### src/rtl/omp_pkg.sv
// Constants and types shared by the frame packer and the OPBOMP detector.
// The detector benches import the same package so frame geometry stays in one place.
`timescale 1ns/1ps
package omp_pkg;

  localparam int N_SAMPLES = 24;
  localparam int SAMPLE_W  = 16;
  localparam int X_W       = N_SAMPLES * SAMPLE_W;
  localparam int POS_W     = 6;
  localparam int CNT_W     = 5;

  typedef logic signed [SAMPLE_W-1:0] sample_t;

  localparam logic [0:0] ST_FILL = 1'b0;
  localparam logic [0:0] ST_HOLD = 1'b1;

  // Slot 0 occupies the most significant sample position of the flat vector.
  function automatic int slot_lsb(input int k);
    return (N_SAMPLES - 1 - k) * SAMPLE_W;
  endfunction

endpackage

### src/rtl/omp_frame_packer_if.sv
// Sample stream in and packed frame out of the OPBOMP front end.
// master = sample source / frame consumer side, slave = the packer.
`timescale 1ns/1ps
interface omp_frame_packer_if;
  import omp_pkg::*;

  logic                 s_valid;
  logic                 s_ready;
  sample_t              s_data;
  logic                 s_last;
  logic                 frame_valid;
  logic                 frame_ready;
  logic [X_W-1:0]       x_vec;
  logic [CNT_W-1:0]     frame_len;
  logic                 short_frame;

  modport master (
    output s_valid, s_data, s_last, frame_ready,
    input  s_ready, frame_valid, x_vec, frame_len, short_frame
  );

  modport slave (
    input  s_valid, s_data, s_last, frame_ready,
    output s_ready, frame_valid, x_vec, frame_len, short_frame
  );

endinterface

### src/rtl/omp_slot_decoder.sv
// Turns the slot counter into a one-hot write enable and a mask of the
// slots above it, which get zeroed when a frame closes early.
`timescale 1ns/1ps
module omp_slot_decoder
  import omp_pkg::*;
(
  input  logic [CNT_W-1:0]     slot,
  output logic [N_SAMPLES-1:0] slot_we,
  output logic [N_SAMPLES-1:0] tail_mask
);

  generate
    for (genvar gi = 0; gi < N_SAMPLES; gi++) begin : g_slot
      assign slot_we[gi]   = (slot == CNT_W'(gi));
      assign tail_mask[gi] = (CNT_W'(gi) > slot);
    end
  endgenerate

endmodule

### src/rtl/omp_frame_packer.sv
// Packs 24 signed 16-bit residual samples into the 384-bit OPBOMP input
// vector and holds it with frame_valid until the detector takes it.
`timescale 1ns/1ps
module omp_frame_packer
  import omp_pkg::*;
(
  input  logic               clk,
  input  logic               rst,
  omp_frame_packer_if.slave  bus
);

  logic [0:0]           state_q,       state_d;
  logic [CNT_W-1:0]     cnt_q,         cnt_d;
  logic [X_W-1:0]       x_vec_q,       x_vec_d;
  logic [CNT_W-1:0]     frame_len_q,   frame_len_d;
  logic                 short_frame_q, short_frame_d;
  logic                 frame_valid_q, frame_valid_d;

  logic                 take;
  logic                 close;
  logic                 handoff;
  logic [N_SAMPLES-1:0] slot_we;
  logic [N_SAMPLES-1:0] tail_mask;

  assign take    = bus.s_valid && (state_q == ST_FILL);
  assign close   = take && (bus.s_last || (cnt_q == CNT_W'(N_SAMPLES - 1)));
  assign handoff = frame_valid_q && bus.frame_ready;

  omp_slot_decoder u_slot_decoder (
    .slot      (cnt_q),
    .slot_we   (slot_we),
    .tail_mask (tail_mask)
  );

  // Each slot either takes the incoming sample, is zeroed on an early close,
  // or keeps its old contents (stale data is harmless outside frame_valid).
  generate
    for (genvar gi = 0; gi < N_SAMPLES; gi++) begin : g_pack
      localparam int LSB = slot_lsb(gi);
      assign x_vec_d[LSB +: SAMPLE_W] =
          (take && slot_we[gi])    ? bus.s_data :
          (close && tail_mask[gi]) ? '0         :
                                     x_vec_q[LSB +: SAMPLE_W];
    end
  endgenerate

  always_comb begin
    state_d       = state_q;
    cnt_d         = cnt_q;
    frame_len_d   = frame_len_q;
    short_frame_d = short_frame_q;
    frame_valid_d = frame_valid_q;

    case (state_q)
      ST_FILL: begin
        frame_valid_d = 1'b0;
        if (take) begin
          cnt_d = cnt_q + CNT_W'(1);
          if (close) begin
            state_d       = ST_HOLD;
            cnt_d         = '0;
            frame_len_d   = cnt_q + CNT_W'(1);
            short_frame_d = (cnt_q != CNT_W'(N_SAMPLES - 1));
          end
        end
      end
      ST_HOLD: begin
        // frame_valid follows entry into HOLD by one cycle, giving the
        // 26-cycle frame period at full input rate.
        frame_valid_d = 1'b1;
        if (handoff) begin
          state_d       = ST_FILL;
          frame_valid_d = 1'b0;
          cnt_d         = '0;
        end
      end
      default: begin
        state_d       = ST_FILL;
        frame_valid_d = 1'b0;
        cnt_d         = '0;
      end
    endcase
  end

  always_ff @(posedge clk) begin
    if (rst) begin
      state_q       <= ST_FILL;
      cnt_q         <= '0;
      x_vec_q       <= '0;
      frame_len_q   <= '0;
      short_frame_q <= 1'b0;
      frame_valid_q <= 1'b0;
    end else begin
      state_q       <= state_d;
      cnt_q         <= cnt_d;
      x_vec_q       <= x_vec_d;
      frame_len_q   <= frame_len_d;
      short_frame_q <= short_frame_d;
      frame_valid_q <= frame_valid_d;
    end
  end

  assign bus.s_ready     = (state_q == ST_FILL);
  assign bus.frame_valid = frame_valid_q;
  assign bus.x_vec       = x_vec_q;
  assign bus.frame_len   = frame_len_q;
  assign bus.short_frame = short_frame_q;

endmodule

### src/flat_wrapper.sv
// flat-port wrapper written by rule: the top's interface ports become plain ports
module omp_frame_packer_flat import omp_pkg::*;
  (clk, rst, bus_s_valid, bus_s_data, bus_s_last, bus_frame_ready, bus_s_ready, bus_frame_valid, bus_x_vec, bus_frame_len, bus_short_frame);
  omp_frame_packer_if bus_i ();
  input  logic clk;
  input  logic rst;
  input wire logic [$bits(bus_i.s_valid)-1:0] bus_s_valid;
  input wire logic [$bits(bus_i.s_data)-1:0] bus_s_data;
  input wire logic [$bits(bus_i.s_last)-1:0] bus_s_last;
  input wire logic [$bits(bus_i.frame_ready)-1:0] bus_frame_ready;
  output wire logic [$bits(bus_i.s_ready)-1:0] bus_s_ready;
  output wire logic [$bits(bus_i.frame_valid)-1:0] bus_frame_valid;
  output wire logic [$bits(bus_i.x_vec)-1:0] bus_x_vec;
  output wire logic [$bits(bus_i.frame_len)-1:0] bus_frame_len;
  output wire logic [$bits(bus_i.short_frame)-1:0] bus_short_frame;
  assign bus_i.s_valid = bus_s_valid;
  assign bus_i.s_data = bus_s_data;
  assign bus_i.s_last = bus_s_last;
  assign bus_i.frame_ready = bus_frame_ready;
  assign bus_s_ready = bus_i.s_ready;
  assign bus_frame_valid = bus_i.frame_valid;
  assign bus_x_vec = bus_i.x_vec;
  assign bus_frame_len = bus_i.frame_len;
  assign bus_short_frame = bus_i.short_frame;
  omp_frame_packer u_core (.clk(clk), .rst(rst), .bus(bus_i));
endmodule
### config.mk
export PLATFORM = sky130hd
export DESIGN_NAME = omp_frame_packer_flat
export DESIGN_NICKNAME = d
export VERILOG_FILES = /design/src/rtl/omp_pkg.sv /design/src/rtl/omp_frame_packer_if.sv /design/src/rtl/omp_slot_decoder.sv /design/src/rtl/omp_frame_packer.sv /design/src/flat_wrapper.sv
export SDC_FILE = /design/constraint.sdc
export NUM_CORES = 1
export LEC_CHECK = 0
export CAP_MARGIN = 20
export CELL_PAD_IN_SITES_DETAIL_PLACEMENT = 1
export CELL_PAD_IN_SITES_GLOBAL_PLACEMENT = 2
export CORE_MARGIN = 2
export CORE_UTILIZATION = 29
export CTS_CLUSTER_DIAMETER = 150
export DETAILED_ROUTE_END_ITERATION = 16
export PLACE_DENSITY = 0.78
export SETUP_SLACK_MARGIN = 0.05
export SYNTH_ARGS = -nofsm -noshare
export SYNTH_HDL_FRONTEND = slang
export SYNTH_SLANG_ARGS = --single-unit
export TNS_END_PERCENT = 1
### constraint.sdc
create_clock -name clk -period 2.8 [get_ports clk]
set_input_delay 0.7 -clock clk [delete_from_list [all_inputs] [get_ports clk]]
set_output_delay 0.7 -clock clk [all_outputs]
set_load 0.01 [all_outputs]
* Word-level counts from Yosys, hierarchy flattened
Cells that the tools add are included.
** Cells by class
- $add $sub $neg :: 1
- Multipliers :: 0
- Divide/modulo/power cells :: 0
- $lt $le $gt $ge :: 24
- Eq/ne operators :: 26
- Shifts and indexed selects :: 0
- Muxes and demuxes :: 57
- Bitwise operators :: 1
- Reduce and logical (&&, ||, !) cells :: 79
** Operator list (count)
- $mux 16 :: 48
- $logic_and 1x1->1 :: 51
- $reduce_bool 2->1 :: 24
- $eq 5x4->1 const B :: 8
- $eq 5x5->1 const B :: 8
- $gt 4x5->1 const A :: 8
- $gt 5x5->1 const A :: 8
- $eq 5x3->1 const B :: 4
- $gt 3x5->1 const A :: 4
- $mux 5 :: 3
- $eq 5x2->1 const B :: 2
- $gt 1x5->1 const A :: 2
- $gt 2x5->1 const A :: 2
- $pmux 5 s2 :: 1
- $add 5x1->5 const B :: 1
- $eq 5x1->1 const B :: 1
- $logic_not 5->1 :: 1
- $ne 5x5->1 const B :: 1
- $pmux 1 s2 :: 2
- $mux 1 :: 3
- $reduce_and 3->1 :: 1
- $ne 2x1->1 const B :: 1
- $ne 2x2->1 const B :: 1
- $reduce_and 2->1 :: 1
- other kinds (2) :: 2
** Storage, ports and cells
- Register bits :: 397
- Latch bits :: 0
- RAM bits :: 0
- ROM bits :: 0
- Input bits :: 21
- Output and inout port bits :: 392
- Memories :: 0

* Longest topological paths before layout
- Word-level depth :: 6
- Depth in mapped cells :: 8
- Mapped depth without buffers :: 6

* Hierarchy
From an unflattened synthesis, not the netlist that was laid out.
** Unflattened totals
- Cell total of the unflattened synthesis :: 1552
- Area, all modules :: 16525.8 um^2
** Modules (own cells, without submodules)
- omp_frame_packer :: instances 1, cells an instance 1477, area an instance 16143.0 um^2, sequential area each 7947.6 um^2
- omp_slot_decoder :: instances 1, cells an instance 75, area an instance 382.9 um^2, sequential area each 0.0 um^2

* Worst setup path before layout
No wires, ideal clock.
- Kind :: input to register
- Start :: input bus_s_valid
- End :: register u_core.x_vec_q[261] (netlist: u_core.bus.x_vec[261])
- Setup time :: 128 ps
- Arrival :: 2108 ps
- Data required time :: 2672 ps
- Slack :: 565 ps
- Cell stages on the path :: 8
- Buffers on the path :: 4
- Path through :: buf_4 or3b_1 buf_6 or3_1 buf_6 buf_6 a22oi_1 nor2_1
** On the way
- Cells in the longest elaborated chain, start to end :: 4
- Elaborated cells between the ends (all ways) :: 6
- Those cells by class :: 1 x mux; 5 x reduce/logical
** Ends and longest elaborated chain
- from (decl) :: RTL line flat_wrapper.sv:7 : input wire logic [$bits(bus_i.s_valid)-1:0] bus_s_valid;
- $logic_and 1x1->1 (*) :: RTL line omp_frame_packer.sv:25 : assign take = bus.s_valid && (state_q == ST_FILL);
- $logic_and 1x1->1 :: RTL line omp_frame_packer.sv:26 : assign close = take && (bus.s_last || (cnt_q == CNT_W'(N_SAMPLES - 1)));
- $logic_and 1x1->1 :: RTL line omp_frame_packer.sv:42 : (close && tail_mask[gi]) ? '0 :
- $reduce_bool 2->1 (no line)
- to (signal assigned) :: RTL line omp_frame_packer.sv:96 : x_vec_q <= x_vec_d;
- to (decl) :: RTL line omp_frame_packer.sv:14 : logic [X_W-1:0] x_vec_q, x_vec_d;
Every way passes the cells marked *; elsewhere a longest branch is shown, timed or not.
A chain may end at the register's enable or synchronous reset.

* Worst setup path after layout
- Start :: register u_core.state_q
- End :: output bus_s_ready
** On the way
- Cells in the longest elaborated chain, start to end :: 1
** Ends and longest elaborated chain
- from (decl) :: RTL line omp_frame_packer.sv:12 : logic [0:0] state_q, state_d;
- from (signal assigned) :: RTL line omp_frame_packer.sv:94 : state_q <= state_d;
- $not 1->1 (no line)
- to (decl) :: RTL line flat_wrapper.sv:11 : output wire logic [$bits(bus_i.s_ready)-1:0] bus_s_ready;
No other way between the ends.

==> results.yml <==
cts:
  clock_latency_on_the_worst_skew_pair_ns: 0.57
  postCtsSetupRepairBufs: 0
  cts_hold_repair.buffers: 0
  register_clock_pin_slew_on_the_reported_worst_setup_and_hold_paths_ns: 0.06
  cts.root.buffer_cell: "clkbuf_16"
  cts_inserted_buffers: 45
  clock-sinks: 397
  cts_tree: "done"
  cts-root-to-sink-buffers: 3
  cts_resized: 0
  htree_levels: 2
placement:
  dpl.hpwl_um: 38850
  post_dp_cell_area_um2: 18920
  placement.io_buffers: 412
  routabilityCongestion: 0.8520
global_route:
  grt_pass1_wl_um: 81990
  globalRoute.totalOverflow: 0
  initial_antenna_violation_count: 3
  first_global_vias: 11900
  largest_net_degree_at_the_start_of_global_routing: 33
  grt_usage_pct: 22.53
timing:
  final-setup-viol-count: 0
  setup_tns_ns: 0
  post-route-period-util_pct: 90.15
  max_slew_margin_pct: 43.24
  tightest_slew_ns: 0.8514
  fin_skew_ns: 0.02552
  final_hold_viol_count: 0
  final_max_slew_viol_count: 0
  grt_setup_unrepaired: "no"
  final.min_clock_period_ns: 2.524
  fmax_mhz: 396.2
cells_and_area:
  layout.cells.most_common_list: "clkdlybuf4s50_1, dfxtp_1, a22o_1"
  antenna-diode-count: 0
  fillers: 5004
  layout-drive-gt1-share_pct: 14.07
  finalInstanceArea_um2: 20460
  synthToLayoutAreaGrowth_pct: 50.58
  seq_area_um2: 7948
  layout.cells.most_common: "clkdlybuf4s50_1"
  layout.nets: 1661
  multi_input_combinational_cell_area_um2: 5054
floorplan:
  placement_row_count: 79
  initial_utilization_pct: 29.31
  fp.coreArea_um2: 46360
  dieWidth_um: 220.5
  io-pin-count: 413
  die_height_um: 220.5
  fp.dieArea_um2: 48600
yosys:
  synthDistinctLibCells: 62
  mappedNetlistArea_um2: 13590
  yosysWarningCount: 0
  async_set_or_reset_flop_fraction_in_the_synthesized_netlist_pct: 0
  synth.ff_latch_count: 397
  syn_avg_cell_area_um2: 11.28
  synth_top_cells_by_area: "dfxtp_1, a22o_1, nand2_1"
  post_synth_top_area_share_pct: 58.50
  syn_nets: 1229
  synth_edf_count: 0
  most_instantiated_flip_flop_cell_in_the_synthesis_netlist: "dfxtp_1"
  netlist.top_cell.by_area: "dfxtp_1"
  post_syn_instances: 1205
  synth_seq_area_share_pct: 58.50
drt:
  detail_route.first_pass.iterations: 5
  drtIter0Drc: 658
  route.detailed.wl_per_inst_um: 24.74
  drc: 0
  antenna_left: 0
  vias: 11820
  routed_via_density: 5.193
  wl_um: 56340
hold_path:
  hold_class: "reg -> reg"
critical_path:
  crit_arrival_ns: 1.82
  worstSetupStartpointType: "flop"
  required_ns: 2.10
  path_class: "reg -> out"
  crit_path_capture_type: "primary output"
  crit_path_max_fanout: 7
power:
  static_leak_uw: 0.007555
  power_per_cell_area_nw_per_um2: 618.2
  ir_worst_vdd_mv: 0.4454
job:
  timing.max_cap.violations: 0
status:
  run_status: "finished, final reports clean"
[worst max-delay path, stage by stage, from the launching register on]
cell	delay [ns]
dfxtp_1	0.37
buf_4	0.19
inv_1	0.10
clkdlybuf4s50_1	0.59
[kinds of logic (layout without fill, tap and decap cells)]
kind of cell               count (synthesis)  in the layout  share of synthesized area, %
AOI/OAI and AO/OA                        444            444                         27.31
DFF                                      397            397                         58.50
buffers and inverters                    131            596                         4.742
adders and majority gates                  3              3                        0.2763
xor gates and xnor gates                   2              2                        0.1289
and+or+nand+nor                          227            227                         8.970
muxes                                      1              1                       0.07367
[cell usage after synthesis, types with 2 or more instances]
master and number:
a31oi_1 6, nor3_4 9, o21ai_0 25, dfxtp_1 397
a211oi_1 6, nand2b_1 6, a22o_1 288, a21o_1 4
o2bb2ai_1 16, a211oi_2 5, a22oi_2 4, clkbuf_1 62
nand2_1 89, o31ai_1 3, a211oi_4 7, nor3_1 3
ha_1 3, buf_4 14, nand4bb_1 2, nor2_1 46
or3_1 4, buf_1 8, nor3_2 5, nor2b_1 20
a21oi_1 41, nor2_2 3, a21oi_2 2, buf_2 34
and2_1 4, and3_1 4, nand3_1 19, a22oi_1 29
inv_1 3, buf_6 6
[final timing paths]
check,start,to,slack [ns],depth (start not counted)
worst min-delay path,u_core.bus.x_vec[178],u_core.bus.x_vec[178],0.46,2
worst min register to register,u_core.bus.x_vec[178],u_core.bus.x_vec[178],0.46,2
worst max register to register,u_core.cnt_q[2],u_core.bus.x_vec[322],0.33,4
worst max-delay path,u_core.state_q,bus_s_ready,0.28,3
[final cells by class]
type                    count  area share, %
flip-flops and latches    397          38.85
inverters                   5        0.09173
repair buffers            511          25.12
clock inverters            20          1.205
multi-input cells         677          24.70
clock buffers              60          6.323
well taps                 607          3.712
[layer usage]
| layer | GRT usage, % | wire, um |
|---|---|---|
| met2 | 36.30 | 26010 |
| met5 | 0 | 43 |
| met4 | 6.465 | 1281 |
| met3 | 6.928 | 4564 |
| met1 | 29.05 | 24440 |
[stage by stage]
stage	hold WS, ns	setup WS, ns	total power (uW)	instances	utilization, %
after floorplan	0.4805	0.5649	6190	1205	-
after global placement	0.4370	0.07974	6629	2197	40.81
after detailed placement	0.4468	0.07204	6639	2197	40.81
after CTS	0.4615	0.2361	12780	2277	44.13
after global routing	0.4794	0.1802	13060	2277	44.13
final	0.4552	0.2758	12650	2277	44.13
[state kept, by name (all words and copies together), names as in the netlist]
name and flops:
u_core.bus.frame_len 5, u_core.bus.frame_valid 1, u_core.bus.short_frame 1, u_core.bus.x_vec 384
u_core.cnt_q 5, u_core.state_q 1
[power by group]
part | total (uW) | internal, uW | switching (uW)
Sequential | 5700 | 5680 | 20.2
Combinational | 805 | 286 | 519
Clock | 6140 | 3700 | 2440
Total | 12600 | 9670 | 2980
Note: power is estimated with default switching activity, not from simulation.
